--- config.mk ---
export PLATFORM = sky130hd
export DESIGN_NAME = mos6502_timer_periph_flat
export DESIGN_NICKNAME = d
export VERILOG_FILES = /design/src/rtl/mos6502_pkg.sv /design/src/rtl/mos6502_timer_periph_if.sv /design/src/rtl/mos6502_wait_gen.sv /design/src/rtl/mos6502_timer_periph.sv /design/src/flat_wrapper.sv
export SDC_FILE = /design/constraint.sdc
export NUM_CORES = 1
export LEC_CHECK = 0
export ABC_AREA = 1
export CAP_MARGIN = 15
export CELL_PAD_IN_SITES_DETAIL_PLACEMENT = 1
export CELL_PAD_IN_SITES_GLOBAL_PLACEMENT = 2
export CORE_MARGIN = 3
export CORE_UTILIZATION = 36
export CTS_CLUSTER_DIAMETER = 150
export DETAILED_ROUTE_END_ITERATION = 10
export PLACE_DENSITY = 0.95
export SLEW_MARGIN = 30
export SYNTH_ARGS = -nofsm -noshare
export SYNTH_HDL_FRONTEND = slang
export SYNTH_SLANG_ARGS = --single-unit
export TNS_END_PERCENT = 20
--- constraint.sdc ---
create_clock -name clk -period 11.3 [get_ports clk]
set_input_delay 2.26 -clock clk [delete_from_list [all_inputs] [get_ports clk]]
set_output_delay 2.26 -clock clk [all_outputs]
set_load 0.05 [all_outputs]
--- src/rtl/mos6502_pkg.sv ---
// Shared definitions for the mos6502 timer peripheral: register offsets,
// ctrl bit positions and access-FSM state encoding.
package mos6502_pkg;

    localparam logic [3:0] OFF_T1LO   = 4'h0;
    localparam logic [3:0] OFF_T1HI   = 4'h1;
    localparam logic [3:0] OFF_CTRL   = 4'h2;
    localparam logic [3:0] OFF_STATUS = 4'h3;

    localparam int CTRL_EN    = 0;
    localparam int CTRL_CONT  = 1;
    localparam int CTRL_IRQEN = 2;
    localparam int CTRL_NMIRT = 3;

    typedef enum logic {
        ST_IDLE = 1'b0,
        ST_WAIT = 1'b1
    } acc_state_e;

endpackage

--- src/rtl/mos6502_timer_periph_if.sv ---
// CPU-side bus bundle for the timer peripheral; master = CPU/bench, slave = peripheral.
interface mos6502_timer_periph_if;
    logic [15:0] add_bus;
    logic [7:0]  d_wr;
    logic        write_en;
    logic [7:0]  d_rd;
    logic        d_rd_en;
    logic        rdy;
    logic        irq_n;
    logic        nmi_n;

    modport master (output add_bus, d_wr, write_en,
                    input  d_rd, d_rd_en, rdy, irq_n, nmi_n);
    modport slave  (input  add_bus, d_wr, write_en,
                    output d_rd, d_rd_en, rdy, irq_n, nmi_n);
endinterface

--- src/rtl/mos6502_wait_gen.sv ---
// Access FSM: stretches each selected access by WAIT_STATES cycles via rdy
// and emits a one-cycle commit strobe in the cycle the access completes.
module mos6502_wait_gen
    import mos6502_pkg::*;
#(
    parameter int WAIT_STATES = 1
) (
    input  logic clk,
    input  logic reset,
    input  logic sel,
    output logic rdy,
    output logic commit
);

    localparam logic [3:0] WS_INIT = (WAIT_STATES > 0) ? 4'(WAIT_STATES - 1) : 4'd0;

    acc_state_e state_q, state_d;
    logic [3:0] cnt_w_q, cnt_w_d;

    always_ff @(posedge clk or posedge reset) begin
        if (reset) begin
            state_q <= ST_IDLE;
            cnt_w_q <= 4'd0;
        end else begin
            state_q <= state_d;
            cnt_w_q <= cnt_w_d;
        end
    end

    always_comb begin
        state_d = state_q;
        cnt_w_d = cnt_w_q;
        case (state_q)
            ST_IDLE: begin
                if (sel && WAIT_STATES != 0) begin
                    state_d = ST_WAIT;
                    cnt_w_d = WS_INIT;
                end
            end
            ST_WAIT: begin
                if (!sel || cnt_w_q == 4'd0) state_d = ST_IDLE;
                else                         cnt_w_d = cnt_w_q - 4'd1;
            end
            default: state_d = ST_IDLE;
        endcase
    end

    // Reset gates the outputs so an aborted access releases the CPU at once.
    always_comb begin
        rdy    = 1'b1;
        commit = 1'b0;
        if (!reset && sel) begin
            case (state_q)
                ST_IDLE: begin
                    if (WAIT_STATES == 0) commit = 1'b1;
                    else                  rdy    = 1'b0;
                end
                ST_WAIT: begin
                    if (cnt_w_q == 4'd0) commit = 1'b1;
                    else                 rdy    = 1'b0;
                end
                default: rdy = 1'b1;
            endcase
        end
    end

endmodule

--- src/rtl/mos6502_timer_periph.sv ---
// Memory-mapped 16-bit interval timer on the 6502 bus, raising a level IRQ
// or a fixed-width NMI pulse on underflow.
module mos6502_timer_periph
    import mos6502_pkg::*;
#(
    parameter logic [15:0] BASE_ADDR   = 16'hD000,
    parameter int          WAIT_STATES = 1,
    parameter int          PRESCALE    = 1,
    parameter int          NMI_PULSE   = 2
) (
    input  logic                   clk,
    input  logic                   reset,
    mos6502_timer_periph_if.slave  bus
);

    localparam logic [7:0]  PRE_MAX  = 8'(PRESCALE - 1);
    localparam logic [15:0] NMI_LAST = 16'(NMI_PULSE - 1);

    logic        sel, commit, wr_commit, rd_commit, tick, underflow;
    logic [3:0]  off;
    logic [7:0]  rd_data;

    logic [15:0] cnt_q, cnt_d, latch_q, latch_d, nmi_cnt_q, nmi_cnt_d;
    logic [3:0]  ctrl_q, ctrl_d;
    logic [7:0]  pre_q, pre_d;
    logic        t1_flag_q, t1_flag_d, irq_n_q, irq_n_d, nmi_n_q, nmi_n_d;

    assign sel = (bus.add_bus[15:4] == BASE_ADDR[15:4]);
    assign off = bus.add_bus[3:0];

    mos6502_wait_gen #(.WAIT_STATES(WAIT_STATES)) u_wait_gen (
        .clk    (clk),
        .reset  (reset),
        .sel    (sel),
        .rdy    (bus.rdy),
        .commit (commit)
    );

    assign wr_commit = commit & ~bus.write_en;
    assign rd_commit = commit &  bus.write_en;
    assign tick      = ctrl_q[CTRL_EN] && (pre_q == PRE_MAX);
    assign underflow = tick && (cnt_q == 16'd0);

    always_comb begin
        rd_data = 8'h00;
        case (off)
            OFF_T1LO:   rd_data = cnt_q[7:0];
            OFF_T1HI:   rd_data = cnt_q[15:8];
            OFF_CTRL:   rd_data = {4'b0000, ctrl_q};
            OFF_STATUS: rd_data = {~irq_n_q, 6'b000000, t1_flag_q};
            default:    rd_data = 8'h00;
        endcase
    end

    assign bus.d_rd    = rd_commit ? rd_data : 8'h00;
    assign bus.d_rd_en = rd_commit;
    assign bus.irq_n   = irq_n_q;
    assign bus.nmi_n   = nmi_n_q;

    always_comb begin
        cnt_d     = cnt_q;
        latch_d   = latch_q;
        ctrl_d    = ctrl_q;
        t1_flag_d = t1_flag_q;
        pre_d     = 8'd0;
        nmi_cnt_d = nmi_cnt_q;
        nmi_n_d   = 1'b1;

        if (ctrl_q[CTRL_EN]) pre_d = tick ? 8'd0 : pre_q + 8'd1;

        if (tick) begin
            if (cnt_q != 16'd0)        cnt_d = cnt_q - 16'd1;
            else if (ctrl_q[CTRL_CONT]) cnt_d = latch_q;
            else                        cnt_d = 16'd0;
        end
        if (underflow && !ctrl_q[CTRL_CONT]) ctrl_d[CTRL_EN] = 1'b0;

        // Bus writes land after the timer update so they take priority.
        if (wr_commit) begin
            case (off)
                OFF_T1LO: latch_d[7:0] = bus.d_wr;
                OFF_T1HI: begin
                    latch_d[15:8] = bus.d_wr;
                    cnt_d         = {bus.d_wr, latch_q[7:0]};
                    t1_flag_d     = 1'b0;
                    pre_d         = 8'd0;
                end
                OFF_CTRL:   ctrl_d = bus.d_wr[3:0];
                OFF_STATUS: if (bus.d_wr[0]) t1_flag_d = 1'b0;
                default:    ;
            endcase
        end
        if (rd_commit && off == OFF_T1LO) t1_flag_d = 1'b0;
        if (underflow) t1_flag_d = 1'b1;

        if (underflow && ctrl_q[CTRL_NMIRT]) begin
            nmi_cnt_d = NMI_LAST;
            nmi_n_d   = 1'b0;
        end else if (nmi_cnt_q != 16'd0) begin
            nmi_cnt_d = nmi_cnt_q - 16'd1;
            nmi_n_d   = 1'b0;
        end

        irq_n_d = ~(t1_flag_d & ctrl_d[CTRL_IRQEN] & ~ctrl_d[CTRL_NMIRT]);
    end

    always_ff @(posedge clk or posedge reset) begin
        if (reset) begin
            cnt_q     <= 16'hFFFF;
            latch_q   <= 16'hFFFF;
            ctrl_q    <= 4'd0;
            t1_flag_q <= 1'b0;
            pre_q     <= 8'd0;
            nmi_cnt_q <= 16'd0;
            irq_n_q   <= 1'b1;
            nmi_n_q   <= 1'b1;
        end else begin
            cnt_q     <= cnt_d;
            latch_q   <= latch_d;
            ctrl_q    <= ctrl_d;
            t1_flag_q <= t1_flag_d;
            pre_q     <= pre_d;
            nmi_cnt_q <= nmi_cnt_d;
            irq_n_q   <= irq_n_d;
            nmi_n_q   <= nmi_n_d;
        end
    end

endmodule

--- src/flat_wrapper.sv ---
// flat-port wrapper written by rule: the top's interface ports become plain ports
module mos6502_timer_periph_flat import mos6502_pkg::*;
#(
    parameter logic [15:0] BASE_ADDR   = 16'hD000,
    parameter int          WAIT_STATES = 1,
    parameter int          PRESCALE    = 1,
    parameter int          NMI_PULSE   = 2
)
  (clk, reset, bus_add_bus, bus_d_wr, bus_write_en, bus_d_rd, bus_d_rd_en, bus_rdy, bus_irq_n, bus_nmi_n);
  mos6502_timer_periph_if bus_i ();
  input  logic clk;
  input  logic reset;
  input wire logic [$bits(bus_i.add_bus)-1:0] bus_add_bus;
  input wire logic [$bits(bus_i.d_wr)-1:0] bus_d_wr;
  input wire logic [$bits(bus_i.write_en)-1:0] bus_write_en;
  output wire logic [$bits(bus_i.d_rd)-1:0] bus_d_rd;
  output wire logic [$bits(bus_i.d_rd_en)-1:0] bus_d_rd_en;
  output wire logic [$bits(bus_i.rdy)-1:0] bus_rdy;
  output wire logic [$bits(bus_i.irq_n)-1:0] bus_irq_n;
  output wire logic [$bits(bus_i.nmi_n)-1:0] bus_nmi_n;
  assign bus_i.add_bus = bus_add_bus;
  assign bus_i.d_wr = bus_d_wr;
  assign bus_i.write_en = bus_write_en;
  assign bus_d_rd = bus_i.d_rd;
  assign bus_d_rd_en = bus_i.d_rd_en;
  assign bus_rdy = bus_i.rdy;
  assign bus_irq_n = bus_i.irq_n;
  assign bus_nmi_n = bus_i.nmi_n;
  mos6502_timer_periph #(.BASE_ADDR(BASE_ADDR), .WAIT_STATES(WAIT_STATES), .PRESCALE(PRESCALE), .NMI_PULSE(NMI_PULSE)) u_core (.clk(clk), .reset(reset), .bus(bus_i));
endmodule
==> results.py, run 1 <==
metrics = {
    "sta": {
        "fin_crit_sh_pct": 66.5,
        "hold_ws_ps": 463,
        "tns_ps": 0,
        "setup_viol": 0,
        "timing.max_slew.rel_slack_pct": 56.4,
        "layout_min_cycle_time_ps": 7510,
        "skew_ps": 6.39,
        "tightestPinTransition_ps": 655,
        "finalHoldViolCount": 0,
        "max_freq_ghz": 0.133,
        "postLayoutSetupSlackWorst_ps": 3790,
        "final_max_slew_viol_count": 0,
        "unrepaired_setup_endpoints_after_global_routing": "false",
    },
    "synth": {
        "syn_area_mm2": 0.00420,
        "synth.area.mux_share_pct": 0,
        "synth.net_count": 619,
        "synth_compound_area_share_pct": 3.81,
        "avgSynthCellArea_um2": 7.18,
        "netlist_instances": 585,
        "post_synth_and_or_nand_nor_area_fraction_pct": 40.4,
        "synth-warning-count": 0,
        "dominant_combinational_cell_family_by_area_after_synthesis": "simple AND/OR/NAND/NOR gates",
        "post_synth_xor_area_fraction_pct": 4.38,
        "synth_top_area_cell": "sky130_fd_sc_hd__dfstp_2",
        "ys_top_cells_by_area": "sky130_fd_sc_hd__dfstp_2, sky130_fd_sc_hd__dfrtp_1, sky130_fd_sc_hd__nand2_1",
        "synth_adder_area_share_pct": 2.08,
        "ys_seq_area_share_pct": 41.5,
        "yosys.area.top_type_share_pct": 21.3,
        "post_synth_num_cell_types": 34,
        "synth_seq_cells": 68,
    },
    "floorplan": {
        "std_cell_rows": 38,
        "floorplan.die.height_um": 114,
        "core-area_mm2": 0.0111,
        "i_o_pins": 39,
        "die_w_um": 114,
        "start_util_pct": 37.8,
        "fp.dieArea_mm2": 0.0130,
    },
    "routing": {
        "ant_nets": 0,
        "detail_route.wirelength_um": 12400,
        "avg_wl_per_cell_um": 16.0,
        "drt_pass1_iterations": 4,
        "route.vias.total": 3980,
        "drc": 0,
        "viasPerCell": 5.16,
        "violation_count_after_the_first_detailed_route_iteration": 175,
    },
    "clock_tree": {
        "path_clk_slew_ps": 50,
        "clock_sink_count": 68,
        "cts-buffers-inserted": 9,
        "ctsResizeCount": 0,
        "number_of_buffers_inserted_to_repair_setup_after_cts": 0,
        "root_cell_of_the_clock_tree": "sky130_fd_sc_hd__clkbuf_16",
        "cts-hold-fix-buffers": 0,
        "max-clock-path-buffers": 2,
        "tritoncts_clock_tree": "done",
        "cts-htree-levels": 3,
        "worst_skew_pair.late_latency_ps": 340,
    },
    "cells_and_area": {
        "leading_cell_type_in_the_layout_fill_and_taps_excluded": "sky130_fd_sc_hd__nand2_1",
        "nFillCells": 1425,
        "diodes": 0,
        "final_layout_size_suffix_gt1_share_pct": 12.5,
        "final_cell_mix": "sky130_fd_sc_hd__nand2_1, sky130_fd_sc_hd__nor2_1, sky130_fd_sc_hd__inv_1, sky130_fd_sc_hd__nand3_1, sky130_fd_sc_hd__clkdlybuf4s50_1",
        "area.growth.synth_to_final_pct": 19.6,
        "design.final.nets": 661,
    },
    "placed_design": {
        "preCtsSetupSlack_ps": 3590,
        "port_buffers": 38,
        "gpl.final_weighted_congestion": 0.893,
        "dp_hpwl_um": 9320,
    },
    "setup_path": {
        "cp_slowest_cell": "sky130_fd_sc_hd__clkdlybuf4s50_1",
        "critPathKind": "input port to output port",
        "timing.critical_path.required_ps": 9040,
        "crit_fanout": 71,
        "start_kind": "input port",
        "timing.critical_path.max_delay_family": "buffers and inverters",
        "slowest_delay_ps": 870,
        "worst_ep_arrival_time_ps": 5250,
        "timing.critical_path.cells": "clkdlybuf4s50_1, inv_2, buf_6, nand2_2, nor2_4, nand3_1, a31oi_1, clkdlybuf4s50_1",
        "most_common_cell_type_on_the_critical_path": "sky130_fd_sc_hd__clkdlybuf4s50_1",
        "critical_path.n_buffers_inverters": 4,
        "worstSetupEndpointType": "output port",
    },
    "global_route": {
        "number_of_antenna_violations_at_the_first_check_in_global_routing": 0,
        "overflow": 0,
        "number_of_global_route_vias_before_repair": 4184,
        "grt_start_max_net_pins": 72,
        "grt_first_pass_wirelength_um": 20900,
        "grt_use_total_pct": 20.3,
    },
    "pwr": {
        "irDropWorstVdd_mv": 0.0805,
        "total_power_uw": 551,
        "p_leak_nw": 2.54,
        "power-per-cell-area_mw_per_mm2": 110,
    },
    "worst_hold_path": {
        "hold_path.class": "flip-flop to flip-flop",
    },
    "run": {
        "maxCapViolations": 0,
    },
    "run_status": {
        "status": "complete, no violations",
    },
}
[tightest hold or removal path: cells and delay by family (launching register included)]
kind,cells,cell delay [ps]
DFF,1,360
and+or+nand+nor,2,90
[cell families after synthesis]
group                    Yosys count
AO/OA/AOI/OAI                     30
XOR/XNOR                          21
adder cells (fa/ha/maj)            7
buffers and inverters             82
flip-flops                        68
AND/OR/NAND/NOR                  377
[registers in the layout, summed over array words and instances (netlist names)]
signal and count:
u_core.bus.irq_n 1, u_core.bus.nmi_n 1, u_core.cnt_q 16, u_core.ctrl_q 4
u_core.latch_q 16, u_core.nmi_cnt_q 16, u_core.pre_q 8, u_core.t1_flag_q 1
u_core.u_wait_gen.cnt_w_q 4, u_core.u_wait_gen.state_q 1
[where the power goes]
| group | leakage (nW) | switching [mW] | internal, mW |
|---|---|---|---|
| clock network | 0.149 | 0.104 | 0.182 |
| registers | 0.791 | 0.000109 | 0.244 |
| logic | 1.60 | 0.0112 | 0.00935 |
[worst paths after layout]
check	end	startpoint	slack (ps)	cells past startpoint
setup / recovery	bus_d_rd[7]	reset	3790	8
hold / removal	u_core.latch_q[6]	u_core.latch_q[6]	460	2
setup reg to reg	u_core.cnt_q[14]	u_core.u_wait_gen.cnt_w_q[0]	9020	10
hold reg to reg	u_core.latch_q[6]	u_core.latch_q[6]	460	2
max in group asynchronous	u_core.t1_flag_q	reset	8410	3
min in group asynchronous	u_core.nmi_cnt_q[10]	reset	2440	3
[synth_stat cells]
library cell and instances:
sky130_fd_sc_hd__or2_2 1, sky130_fd_sc_hd__a21oi_1 7, sky130_fd_sc_hd__xor2_1 15, sky130_fd_sc_hd__nand2_1 181, sky130_fd_sc_hd__o22ai_1 1, sky130_fd_sc_hd__nand2_4 1
sky130_fd_sc_hd__xnor2_1 6, sky130_fd_sc_hd__nor3_4 2, sky130_fd_sc_hd__clkbuf_1 3, sky130_fd_sc_hd__nor3b_1 1, sky130_fd_sc_hd__inv_1 71, sky130_fd_sc_hd__clkinv_2 1
sky130_fd_sc_hd__nand3_4 1, sky130_fd_sc_hd__dfstp_2 34, sky130_fd_sc_hd__nand3_2 1, sky130_fd_sc_hd__dfrtp_1 34, sky130_fd_sc_hd__a31oi_1 4, sky130_fd_sc_hd__nor2_4 4
sky130_fd_sc_hd__nand2_2 9, sky130_fd_sc_hd__nand3b_1 5, sky130_fd_sc_hd__o21ai_1 7, sky130_fd_sc_hd__nor3_1 18, sky130_fd_sc_hd__nand4_1 12, sky130_fd_sc_hd__clkinv_1 1
sky130_fd_sc_hd__o21ai_0 10, sky130_fd_sc_hd__a41oi_1 1, sky130_fd_sc_hd__nor2_2 7, sky130_fd_sc_hd__nor4_1 1, sky130_fd_sc_hd__nand3_1 60, sky130_fd_sc_hd__buf_2 4
sky130_fd_sc_hd__nor2_1 72, sky130_fd_sc_hd__ha_1 7, sky130_fd_sc_hd__buf_6 2, sky130_fd_sc_hd__nor4b_1 1
[per-stage QoR]
stage	util (%)	std cells	area, µm²
CTS	45.2	772	5020
global placement	42.4	756	4720
detailed placement	42.4	756	4720
finish	45.2	772	5030
global route	45.2	772	5030
floorplan	-	585	4200
[cell type report]
| type | instances | area (µm²) | share of cell area (%) |
|---|---|---|---|
| multi-input cells | 435 | 2130 | 42.4 |
| flip-flops and latches | 68 | 1740 | 34.7 |
| repair buffers | 40 | 399 | 7.94 |
| inverters | 73 | 275 | 5.48 |
| clock buffers | 12 | 256 | 5.10 |
| well taps | 140 | 175 | 3.48 |
| clock inverters | 4 | 47.5 | 0.946 |
[per-layer routing]
| metal | routed length [µm] | vias up | track usage (%) | part of all wire (%) |
|---|---|---|---|---|
| li1 | - | 1935 | - | - |
| met1 | 5630 | 1936 | 26.5 | 45 |
| met2 | 5840 | 88 | 33.5 | 47 |
| met3 | 655 | 21 | 3.86 | 5.3 |
| met4 | 264 | 0 | 7.68 | 2.1 |
| met5 | 0 | - | 0 | 0 |
(Power assumes the default switching activity.)
==> inputs of run 2 (changes only) <==
CORE_UTILIZATION = 30   (was 36)
PLACE_DENSITY = 0.87   (was 0.95)
clock period = 6.91 ns   (was 11.3 ns; I/O delays follow)
==> run 2 against run 1 <==
- total power grew 66%
- critical path depth stayed put
- worst hold slack got worse by 2.7 ps
- wire length rose by 2.9%
- clock power up 67%
- critical path type unchanged
==> results.py, run 2 (synthesis gave the netlist of run 1 again) <==
metrics = {
    "cells_and_area": {
        "area.growth.synth_to_final_pct": 20.7,
        "instances_no_fill": 807,
        "leading_cell_type_in_the_layout_fill_and_taps_excluded": "sky130_fd_sc_hd__nand2_1",
        "layout_top_registers": "u_core.cnt_q x16, u_core.latch_q x16, u_core.nmi_cnt_q x16",
        "design.final.nets": 661,
        "nFillCells": 1713,
        "diodes": 0,
        "final_cell_mix": "sky130_fd_sc_hd__nand2_1, sky130_fd_sc_hd__nor2_1, sky130_fd_sc_hd__inv_1, sky130_fd_sc_hd__nand3_1, sky130_fd_sc_hd__clkdlybuf4s50_1",
        "final_layout_size_suffix_gt1_share_pct": 12.4,
        "postLayoutCoreUtil_pct": 37.7,
    },
    "run_status": {
        "status": "complete, no violations",
    },
    "routing": {
        "viasPerCell": 4.99,
        "drc": 0,
        "drt_pass1_iterations": 4,
        "avg_wl_per_cell_um": 15.8,
        "detail_route.wirelength_um": 12700,
        "route.vias.total": 4024,
        "ant_nets": 0,
        "violation_count_after_the_first_detailed_route_iteration": 206,
    },
    "setup_path": {
        "timing.critical_path.required_ps": 5530,
        "start_kind": "input port",
        "worst_ep_arrival_time_ps": 3960,
        "cp_slowest_cell": "sky130_fd_sc_hd__clkdlybuf4s50_1",
        "most_common_cell_type_on_the_critical_path": "sky130_fd_sc_hd__clkdlybuf4s50_1",
        "critPathKind": "input port to output port",
        "slowest_delay_ps": 850,
        "timing.critical_path.cells": "clkdlybuf4s50_1, inv_1, nor3_1, nand2_1, nor2_4, nand3_1, a31oi_1, clkdlybuf4s50_1",
        "timing.reg2reg.setup_slack_ps": 4640,
        "worstSetupEndpointType": "output port",
        "crit_fanout": 8,
    },
    "floorplan": {
        "start_util_pct": 31.2,
        "die_w_um": 124,
        "core-area_mm2": 0.0135,
        "fp.dieArea_mm2": 0.0155,
        "std_cell_rows": 42,
        "floorplan.die.height_um": 124,
        "i_o_pins": 39,
    },
    "placed_design": {
        "port_buffers": 38,
        "dp_hpwl_um": 9490,
        "gpl.final_weighted_congestion": 0.834,
        "preCtsSetupSlack_ps": 1570,
        "placed_cells": 792,
    },
    "pwr": {
        "p_leak_nw": 2.55,
        "power-per-cell-area_mw_per_mm2": 180,
        "total_power_uw": 915,
        "irDropWorstVdd_mv": 0.121,
    },
    "sta": {
        "layout_min_cycle_time_ps": 5340,
        "tightestPinTransition_ps": 674,
        "final_max_slew_viol_count": 0,
        "max_freq_ghz": 0.187,
        "finalHoldViolCount": 0,
        "skew_ps": 6.75,
        "unrepaired_setup_endpoints_after_global_routing": "false",
        "postLayoutSetupSlackWorst_ps": 1570,
        "tns_ps": 0,
        "setup_viol": 0,
        "timing.max_slew.rel_slack_pct": 55.1,
        "fin_crit_sh_pct": 77.3,
    },
    "clock_tree": {
        "path_clk_slew_ps": 50,
        "max-clock-path-buffers": 2,
        "cts-buffers-inserted": 9,
        "clock_sink_count": 68,
        "root_cell_of_the_clock_tree": "sky130_fd_sc_hd__clkbuf_16",
        "number_of_buffers_inserted_to_repair_setup_after_cts": 0,
        "tritoncts_clock_tree": "done",
        "cts-hold-fix-buffers": 0,
        "worst_skew_pair.late_latency_ps": 340,
        "ctsResizeCount": 0,
        "cts-htree-levels": 3,
    },
    "run": {
        "maxCapViolations": 0,
    },
    "worst_hold_path": {
        "hold_path.class": "flip-flop to flip-flop",
    },
    "global_route": {
        "grt_use_total_pct": 17.5,
        "number_of_antenna_violations_at_the_first_check_in_global_routing": 0,
        "overflow": 0,
        "number_of_global_route_vias_before_repair": 4463,
        "grt_first_pass_wirelength_um": 22200,
        "grt_start_max_net_pins": 71,
    },
}
## run 2: changes by cell type in the layout (fill, tap and decap cells not counted)
| cell | before | now |
|---|---|---|
| sky130_fd_sc_hd__clkbuf_16 | 9 | 10 |
| sky130_fd_sc_hd__clkinv_4 | 0 | 1 |
| sky130_fd_sc_hd__clkbuf_8 | 2 | 0 |
| sky130_fd_sc_hd__clkinvlp_4 | 1 | 0 |
## run 2: cell type report
class	instances	area (µm²)	share of cell area (%)
flip-flops and latches	68	1740	34.4
multi-input cells	435	2130	42.0
inverters	73	275	5.43
repair buffers	40	399	7.87
well taps	176	220	4.34
clock inverters	4	48.8	0.962
clock buffers	11	254	5.01
## run 2: critical path, delay by kind of cell
kind,cells,cell delay (ps)
AOI/OAI and AO/OA,1,300
buffers and inverters,3,1330
and+or+nand+nor,4,940
## run 2: path summary, 6_finish.rpt
check                                             startpoint             endpoint  cells past startpoint
worst max-delay path                         bus_add_bus[12]          bus_d_rd[2]                      8
worst min-delay path                       u_core.latch_q[1]    u_core.latch_q[1]                      2
worst max register to register  u_core.u_wait_gen.cnt_w_q[0]     u_core.cnt_q[15]                     10
worst min register to register             u_core.latch_q[1]    u_core.latch_q[1]                      2
max in group asynchronous                              reset  u_core.nmi_cnt_q[0]                      3
min in group asynchronous                              reset      u_core.pre_q[3]                      3
## run 2: routing by layer
metal  vias to the layer above  GRT usage (%)  part of all wire, %
met2                        67           29.8                   48
li1                       1935              -                    -
met5                         -              0                    0
met3                        16           4.42                  4.0
met1                      2006           22.2                   46
met4                         0           4.77                  1.3
## run 2: stage by stage
step	hold WS, ps	area [µm²]
after floorplan	439	4200
after global placement	453	4760
after detailed placement	457	4760
final	460	5070
after global routing	488	5070
after CTS	465	5070
## run 2: report_power, final
| part | switching (mW) | internal (mW) | total, mW |
|---|---|---|---|
| Clock | 0.181 | 0.299 | 0.479 |
| Combinational | 0.0200 | 0.0153 | 0.0354 |
| Sequential | 0.000209 | 0.400 | 0.400 |
| Total | 0.201 | 0.714 | 0.915 |
